==> config.mk <==
export PLATFORM = sky130hd
export DESIGN_NAME = mul8u_err_monitor
export DESIGN_NICKNAME = d
export VERILOG_FILES = /design/src/rtl/mul8u_err_pkg.sv /design/src/rtl/mul8u_abs_err.sv /design/src/rtl/mul8u_err_monitor.sv
export SDC_FILE = /design/constraint.sdc
export NUM_CORES = 1
export LEC_CHECK = 0
export BUFFER_PORTS_ARGS = -buffer_cell sky130_fd_sc_hd__buf_4
export CORE_MARGIN = 2
export CORE_UTILIZATION = 37
export DETAILED_ROUTE_END_ITERATION = 16
export HOLD_SLACK_MARGIN = 0.05
export PLACE_DENSITY = 0.61
export SETUP_SLACK_MARGIN = 0.3
export SLEW_MARGIN = 20
export SYNTH_ARGS = -nofsm -noshare
export SYNTH_HDL_FRONTEND = slang
export SYNTH_SLANG_ARGS = --single-unit
==> constraint.sdc <==
create_clock -name clk -period 5.8 [get_ports clk]
set_input_delay 1.16 -clock clk [delete_from_list [all_inputs] [get_ports clk]]
set_output_delay 1.16 -clock clk [all_outputs]
set_load 0.05 [all_outputs]
==> src/rtl/mul8u_err_pkg.sv <==
// Shared types and constants for the 8x8 multiplier error monitors.
// State encoding, drain length and default widths.
package mul8u_err_pkg;

  localparam int N_W_DEF   = 8;
  localparam int CNT_W_DEF = 32;
  localparam int SUM_W_DEF = 40;

  localparam int DRAIN_CYCLES = 2;

  typedef enum logic [1:0] {
    S_IDLE,
    S_RUN,
    S_DRAIN,
    S_DONE
  } state_e;

endpackage

==> src/rtl/mul8u_abs_err.sv <==
// Exact product and absolute error against a product under test.
// Ports: a_i, b_i operands; o_i product under test; abs_err_o = |a*b - o|.
module mul8u_abs_err #(
  parameter int N_W = 8
) (
  input  logic [N_W-1:0]   a_i,
  input  logic [N_W-1:0]   b_i,
  input  logic [2*N_W-1:0] o_i,
  output logic [2*N_W-1:0] abs_err_o
);

  logic [2*N_W-1:0] exact;

  assign exact = {{N_W{1'b0}}, a_i} * {{N_W{1'b0}}, b_i};

  // Subtract the smaller from the larger; the result always fits 2*N_W.
  always_comb begin
    if (exact >= o_i) abs_err_o = exact - o_i;
    else              abs_err_o = o_i - exact;
  end

endmodule

==> src/rtl/mul8u_err_monitor.sv <==
// Run-based error statistics (count, EP, MAE sum, WCE) for a multiplier.
// Ports: start/run_len control, in_* beat stream, busy/done, statistics.
module mul8u_err_monitor
  import mul8u_err_pkg::*;
#(
  parameter int N_W   = N_W_DEF,
  parameter int CNT_W = CNT_W_DEF,
  parameter int SUM_W = SUM_W_DEF
) (
  input  logic               clk,
  input  logic               rst_n,
  input  logic               start,
  input  logic [CNT_W-1:0]   run_len,
  input  logic               in_valid,
  output logic               in_ready,
  input  logic [N_W-1:0]     in_a,
  input  logic [N_W-1:0]     in_b,
  input  logic [2*N_W-1:0]   in_o,
  output logic               busy,
  output logic               done,
  output logic [CNT_W-1:0]   sample_cnt,
  output logic [CNT_W-1:0]   err_cnt,
  output logic [SUM_W-1:0]   sum_abs_err,
  output logic               sum_sat,
  output logic [2*N_W-1:0]   max_abs_err,
  output logic [N_W-1:0]     max_a,
  output logic [N_W-1:0]     max_b
);

  localparam int P_W = 2 * N_W;
  localparam logic [1:0] DRAIN_LAST = 2'(DRAIN_CYCLES - 1);

  state_e           state_q, state_d;
  logic [1:0]       drain_q, drain_d;
  logic [CNT_W-1:0] acc_q, acc_d;
  logic [CNT_W-1:0] len_q, len_d;
  logic             clr;
  logic             fire;

  logic             s1_v_q;
  logic [N_W-1:0]   s1_a_q, s1_b_q;
  logic [P_W-1:0]   s1_o_q;
  logic             s2_v_q;
  logic [N_W-1:0]   s2_a_q, s2_b_q;
  logic [P_W-1:0]   s2_err_q;
  logic [P_W-1:0]   abs_err;

  logic [CNT_W-1:0] smp_q, smp_d;
  logic [CNT_W-1:0] err_q, err_d;
  logic [SUM_W-1:0] sum_q, sum_d;
  logic [SUM_W:0]   sum_ext;
  logic             sat_q, sat_d;
  logic [P_W-1:0]   max_q, max_d;
  logic [N_W-1:0]   ma_q, ma_d;
  logic [N_W-1:0]   mb_q, mb_d;

  assign in_ready = (state_q == S_RUN) && (acc_q < len_q);
  assign fire     = in_valid && in_ready;
  assign busy     = (state_q == S_RUN) || (state_q == S_DRAIN);
  assign done     = (state_q == S_DONE);

  always_comb begin
    state_d = state_q;
    drain_d = drain_q;
    acc_d   = acc_q;
    len_d   = len_q;
    clr     = 1'b0;
    unique case (state_q)
      S_IDLE, S_DONE: begin
        if (start) begin
          state_d = S_RUN;
          len_d   = run_len;
          acc_d   = '0;
          clr     = 1'b1;
        end
      end
      S_RUN: begin
        if (acc_q == len_q) begin
          state_d = S_DRAIN;
          drain_d = '0;
        end else if (fire) begin
          acc_d = acc_q + CNT_W'(1);
        end
      end
      S_DRAIN: begin
        if (drain_q == DRAIN_LAST) state_d = S_DONE;
        else drain_d = drain_q + 2'd1;
      end
      default: state_d = S_IDLE;
    endcase
  end

  always_ff @(posedge clk or negedge rst_n) begin
    if (!rst_n) begin
      state_q <= S_IDLE;
      drain_q <= '0;
      acc_q   <= '0;
      len_q   <= '0;
    end else begin
      state_q <= state_d;
      drain_q <= drain_d;
      acc_q   <= acc_d;
      len_q   <= len_d;
    end
  end

  mul8u_abs_err #(.N_W(N_W)) u_abs (
    .a_i       (s1_a_q),
    .b_i       (s1_b_q),
    .o_i       (s1_o_q),
    .abs_err_o (abs_err)
  );

  always_ff @(posedge clk or negedge rst_n) begin
    if (!rst_n) begin
      s1_v_q   <= 1'b0;
      s1_a_q   <= '0;
      s1_b_q   <= '0;
      s1_o_q   <= '0;
      s2_v_q   <= 1'b0;
      s2_a_q   <= '0;
      s2_b_q   <= '0;
      s2_err_q <= '0;
    end else begin
      s1_v_q <= fire;
      if (fire) begin
        s1_a_q <= in_a;
        s1_b_q <= in_b;
        s1_o_q <= in_o;
      end
      s2_v_q <= s1_v_q;
      if (s1_v_q) begin
        s2_a_q   <= s1_a_q;
        s2_b_q   <= s1_b_q;
        s2_err_q <= abs_err;
      end
    end
  end

  // One spare carry bit detects accumulator overflow.
  assign sum_ext = {1'b0, sum_q} + (SUM_W + 1)'(s2_err_q);

  always_comb begin
    smp_d = smp_q;
    err_d = err_q;
    sum_d = sum_q;
    sat_d = sat_q;
    max_d = max_q;
    ma_d  = ma_q;
    mb_d  = mb_q;
    if (clr) begin
      smp_d = '0;
      err_d = '0;
      sum_d = '0;
      sat_d = 1'b0;
      max_d = '0;
      ma_d  = '0;
      mb_d  = '0;
    end else if (s2_v_q) begin
      smp_d = smp_q + CNT_W'(1);
      err_d = err_q + CNT_W'(s2_err_q != '0);
      if (sum_ext[SUM_W]) begin
        sum_d = '1;
        sat_d = 1'b1;
      end else begin
        sum_d = sum_ext[SUM_W-1:0];
      end
      if (s2_err_q > max_q) begin
        max_d = s2_err_q;
        ma_d  = s2_a_q;
        mb_d  = s2_b_q;
      end
    end
  end

  always_ff @(posedge clk or negedge rst_n) begin
    if (!rst_n) begin
      smp_q <= '0;
      err_q <= '0;
      sum_q <= '0;
      sat_q <= 1'b0;
      max_q <= '0;
      ma_q  <= '0;
      mb_q  <= '0;
    end else begin
      smp_q <= smp_d;
      err_q <= err_d;
      sum_q <= sum_d;
      sat_q <= sat_d;
      max_q <= max_d;
      ma_q  <= ma_d;
      mb_q  <= mb_d;
    end
  end

  assign sample_cnt  = smp_q;
  assign err_cnt     = err_q;
  assign sum_abs_err = sum_q;
  assign sum_sat     = sat_q;
  assign max_abs_err = max_q;
  assign max_a       = ma_q;
  assign max_b       = mb_q;

endmodule

Yosys cells after proc, flatten, opt, wreduce, memory -nomap -nowiden
Index checks and enable logic that the tools add are counted.
{ "totals": {"ff_bits": 271, "output_inout_bits": 140} }
{ "op_classes": {"addsub": 7, "mul": 1, "n_lt_le_gt_ge": 3, "n_eq_ne": 11, "n_mux": 33, "n_reduce_logical": 17} }
{ "ops": {"columns": ["op", "count"], "rows": [
  ["$mux W32", 7],
  ["$mux W40", 3],
  ["$add A32 B1 Y32 const B", 2],
  ["$mux W16", 4],
  ["$pmux W32 S2", 1],
  ["$mux W8", 6],
  ["$add A40 B16 Y41", 1],
  ["$add A32 B1 Y32", 1],
  ["$eq A32 B32 Y1", 1],
  ["$lt A32 B32 Y1", 1],
  ["$sub A16 B16 Y16", 2],
  ["$ge A16 B16 Y1", 1],
  ["$gt A16 B16 Y1", 1],
  ["$mul A8 B8 Y16", 1],
  ["$reduce_bool A16 Y1", 1],
  ["$mux W2", 5],
  ["$reduce_bool A2 Y1", 5],
  ["$ne A2 B2 Y1 const B", 4],
  ["$pmux W2 S3", 1],
  ["$reduce_and A2 Y1", 3],
  ["$reduce_and A3 Y1", 2],
  ["$mux W1", 5],
  ["$eq A2 B1 Y1 const B", 2],
  ["$eq A2 B2 Y1 const B", 2],
  ["8 further kinds", 10]
]} }

Logic depth before layout (Yosys ltp)
{ "logic_depth": {"depth_word": 6, "depth_mapped": 25, "ltp_nobuf": 24} }

Hierarchy
Synthesis repeated with hierarchy kept, for this count alone.
{ "hier_totals": {"hier_cells": 1822, "hier_area_um2": 17346.6} }
{ "modules_own_cells": {"columns": ["module", "n_inst", "cells_each", "area_per_inst_um2", "seq_area_each_um2"], "rows": [
  ["mul8u_err_monitor", 1, 1388, 13809.5, 6781.5],
  ["mul8u_abs_err", 1, 434, 3537.1, 0.0]
]} }

Worst setup path after synthesis
OpenSTA, ideal clock, no wires.
{ "synth_timing": {"path_type": "reg2reg", "start": "reg s1_b_q[7]", "end": "reg s2_err_q[14]", "t_arrival_ns": 5.998, "path_slack_ns": -0.267, "path_stages_with_launch": 23, "path_buffers": 3, "synth_period_minus_slack_ns": 6.067, "cell_sequence": "dfrtp_1 clkbuf_1 and2_1 fa_1 fa_1 fa_1 inv_1 fa_1 inv_1 ha_1 or2_2 a21oi_1 o31ai_1 or2_2 xor2_1 ha_1 buf_2 a21oi_1 o21ai_0 clkbuf_1 nor2_1 or4_1 nand3_1"} }
{ "synth_via": {"elab_chain_len": 3, "word_cells_on_any_way": 5} }
{ "synth_rtl": {"columns": ["element", "line", "rtl"], "rows": [
  ["from (decl)", "mul8u_err_monitor.sv:41", "logic [N_W-1:0] s1_a_q, s1_b_q;"],
  ["from (signal assigned)", "mul8u_err_monitor.sv:128", "s1_b_q <= in_b;"],
  ["$mul A8 B8 Y16 *", "mul8u_abs_err.sv:14", "assign exact = {{N_W{1'b0}}, a_i} * {{N_W{1'b0}}, b_i};"],
  ["$sub A16 B16 Y16, or another cell as far along", "mul8u_abs_err.sv:19", "else abs_err_o = o_i - exact;"],
  ["$mux W16 *", "mul8u_abs_err.sv:18", "if (exact >= o_i) abs_err_o = exact - o_i;"],
  ["to (signal assigned)", "mul8u_err_monitor.sv:135", "s2_err_q <= abs_err;"],
  ["to (decl)", "mul8u_err_monitor.sv:45", "logic [P_W-1:0] s2_err_q;"]
]} }
Every way passes the cells marked *; elsewhere a longest branch is shown, timed or not.
A chain may end at the register's enable or synchronous reset.

Final worst setup path
{ "layout_timing": {"start": "reg s1_b_q[5]", "end": "reg s2_err_q[11]"} }
The elaborated chain is that of the path after synthesis.

==> impl_metrics.yaml <==
floorplan:
  ios: 208
  num_rows: 81
  core-area_um2: 48600
  start_util_pct: 37.3
  dieHeight_um: 225
  die_area_um2: 50800
  dieWidth_um: 225
setup_path:
  r2r_setup_slack_ps: 100
  cp.required_ps: 6210
  arrival_ps: 6110
  crit_path_end_kind: "flop"
  start_kind: "flop"
  cp_max_fo: 5
  criticalPathCategory: "reg2reg"
sta:
  rsz0062_at_grt: "true"
  max_freq_mhz: 175
  slew_viol_final: 0
  setup_viol: 0
  worst_slew_pin_slew_ps: 1060
  fin_crit_sh_pct: 98.3
  max_slew_margin_pct: 29.7
  fin_skew_ps: 16.7
  whs_ps: 480
  min_period_ps: 5700
  hold_viol: 0
routing:
  post-route-drc-count: 0
  drt_pre_antenna_iters: 4
  ant_nets: 0
  wire_per_inst_um: 17.5
  vias_per_cell: 5.33
  drt_iter0_markers: 1089
  wl_um: 50000
  vias: 15300
yosys:
  yosysWarnings: 0
  seq_area_frac_synth_pct: 37.4
  syn_nets: 2185
  synth-edff-count: 0
  synth_top_area_share_pct: 37.4
  syn_area_um2: 18100
  syn_inst: 1938
  yosys-top-cells-area: "dfrtp_1, ha_1, nand2_1"
  synth.avg_cell_area_um2: 9.36
  synthFlopType: "dfrtp_1"
  synthDistinctLibCells: 81
  ys_seq_elements: 271
  ys_async_sr_fraction_pct: 100
  yosysTopAreaCell: "dfrtp_1"
grt:
  grt_max_degree: 164
  grt.overflow.total: 0
  grt_pass1_wl_um: 80200
  grt_pass1_vias: 15200
  grt_antenna_before_repair: 0
  grt_usage_pct: 19.6
hold_path:
  holdCritPathClass: "reg2reg"
flow_run:
  maxCapViolations: 0
layout:
  drive_above_1_share_pct: 23.6
  n_antenna_cell: 0
  fillers: 4662
  nNetsFinal: 2463
  area_growth_pct: 24.7
cts:
  htreeDepth: 2
  cts_tree: "built"
  cts_buffers: 34
  ctsLongestPathBuffers: 3
  clkTransAtPathRegs_ps: 60
  insertion_delay_ps: 540
  root_buffer: "clkbuf_16"
  clock_sinks: 271
placement:
  io_buffer_count: 207
  place_hpwl_um: 36700
  gp_congestion: 0.893
outcome:
  outcome: "complete, no violations"
-- worst max-delay path, stage by stage, from the launching register on --
cell,delay [ps]
dfrtp_1,410
buf_6,130
and2_4,150
fa_1,570
fa_1,460
fa_1,510
inv_1,40
fa_1,490
inv_2,50
ha_4,200
or2_4,240
a21oi_4,150
o31ai_2,90
or2_4,240
xor2_1,150
ha_1,360
a21oi_1,120
buf_4,170
o21a_4,260
buf_4,150
a221oi_2,290
mux2i_1,120
a211o_1,240
-- through the flow --
stage	cell area, µm²	std cells	TNS (ps)	util, %	setup WS, ps
6_report	22600	2863	0	46.5	96.5
5_1_grt	22600	2863	-948	46.5	-112
4_1_cts	22400	2855	0	46.1	55.6
3_5_place_dp	21000	2783	-2320	43.2	-237
3_3_place_gp	21000	2783	-571	43.2	-112
2_1_floorplan	18300	1938	0	-	300
-- area by class of cell --
type,instances,area [µm²],area share [%]
sequential,271,6790,30.0
inverter,162,608,2.69
multi-input combinational,1432,10900,48.2
clock inverter,11,126,0.559
clock buffer,50,951,4.21
timing repair buffer,315,2450,10.8
tap,622,778,3.44
-- logic make-up after synthesis --
logic type	share of synthesized area, %
and+or+nand+nor	18.5
muxes	6.97
DFF	37.4
AOI/OAI and AO/OA	13.3
adders and majority gates	14.0
xor gates and xnor gates	4.64
buffers and inverters	5.28
-- placed cells by master, fill, tap and decap left out, types with 14 or more instances in the layout --
master / count
ha_1: 132
a21o_1: 32
a211oi_1: 19
and2_1: 66
xor2_1: 44
nor3_1: 25
o211ai_1: 22
o21ai_0: 106
and4_1: 14
dfrtp_1: 263
buf_4: 300
a21oi_1: 62
nor2_1: 96
and3_1: 31
mux2i_1: 70
nand3_1: 62
inv_1: 155
xnor2_1: 51
clkbuf_16: 34
or3_1: 15
nand4_1: 48
mux2_2: 50
fa_1: 36
nand2b_1: 16
nand2_1: 220
-- path summary, 6_finish.rpt --
check,start,endpoint,cells after the start
max in group asynchronous,rst_n,s1_a_q[3],2
max reg2reg,s1_b_q[5],s2_err_q[11],22
min reg2reg,sum_sat,sum_sat,2
max,s1_b_q[5],s2_err_q[11],22
min,sum_sat,sum_sat,2
min in group asynchronous,rst_n,s1_o_q[9],1
-- synth_stat cells (13+ instances only) --
cell type	number
fa_1	39
nand3_1	63
nand2b_1	17
nor4_1	13
and3_1	33
xnor2_1	52
a31oi_1	13
nor3_1	27
nor2_1	103
nand2_1	226
inv_1	159
dfrtp_1	271
a21oi_1	71
clkbuf_1	47
nand4_1	48
ha_1	140
o21ai_0	111
and2_1	72
o211ai_1	22
a21o_1	33
mux2i_1	70
and4_1	14
mux2_2	50
or3_1	15
a211oi_1	21
xor2_1	44
buf_2	15
-- state kept, by name, indices dropped and copies added, names as in the netlist, 16 cells and up --
signal,flops
s2_err_q,16
max_abs_err,16
err_cnt,32
acc_q,32
sum_abs_err,40
len_q,32
sample_cnt,32
s1_o_q,16
-- what timing repair did --
action / 4_1_cts / 5_1_grt
hold buffers: 0 / 0
gates resized for setup: 67 / 26
setup buffers: 9 / 7
setup endpoints to repair: 15 / 15
pin swaps: 34 / 32
gates cloned: 2 / 1
-- metal layers --
metal / global-route usage (%) / routed length, µm / up-vias
met5: 0 / 0 / -
met4: 6.92 / 1700 / 0
met3: 3.23 / 2480 / 80
met2: 31.4 / 23100 / 320
met1: 26.7 / 22700 / 7529
li1: - / - / 7344
Power is left out: the tool's default activity adds up to more than one toggle a clock period on the data nets, which glitch-free logic cannot reach.
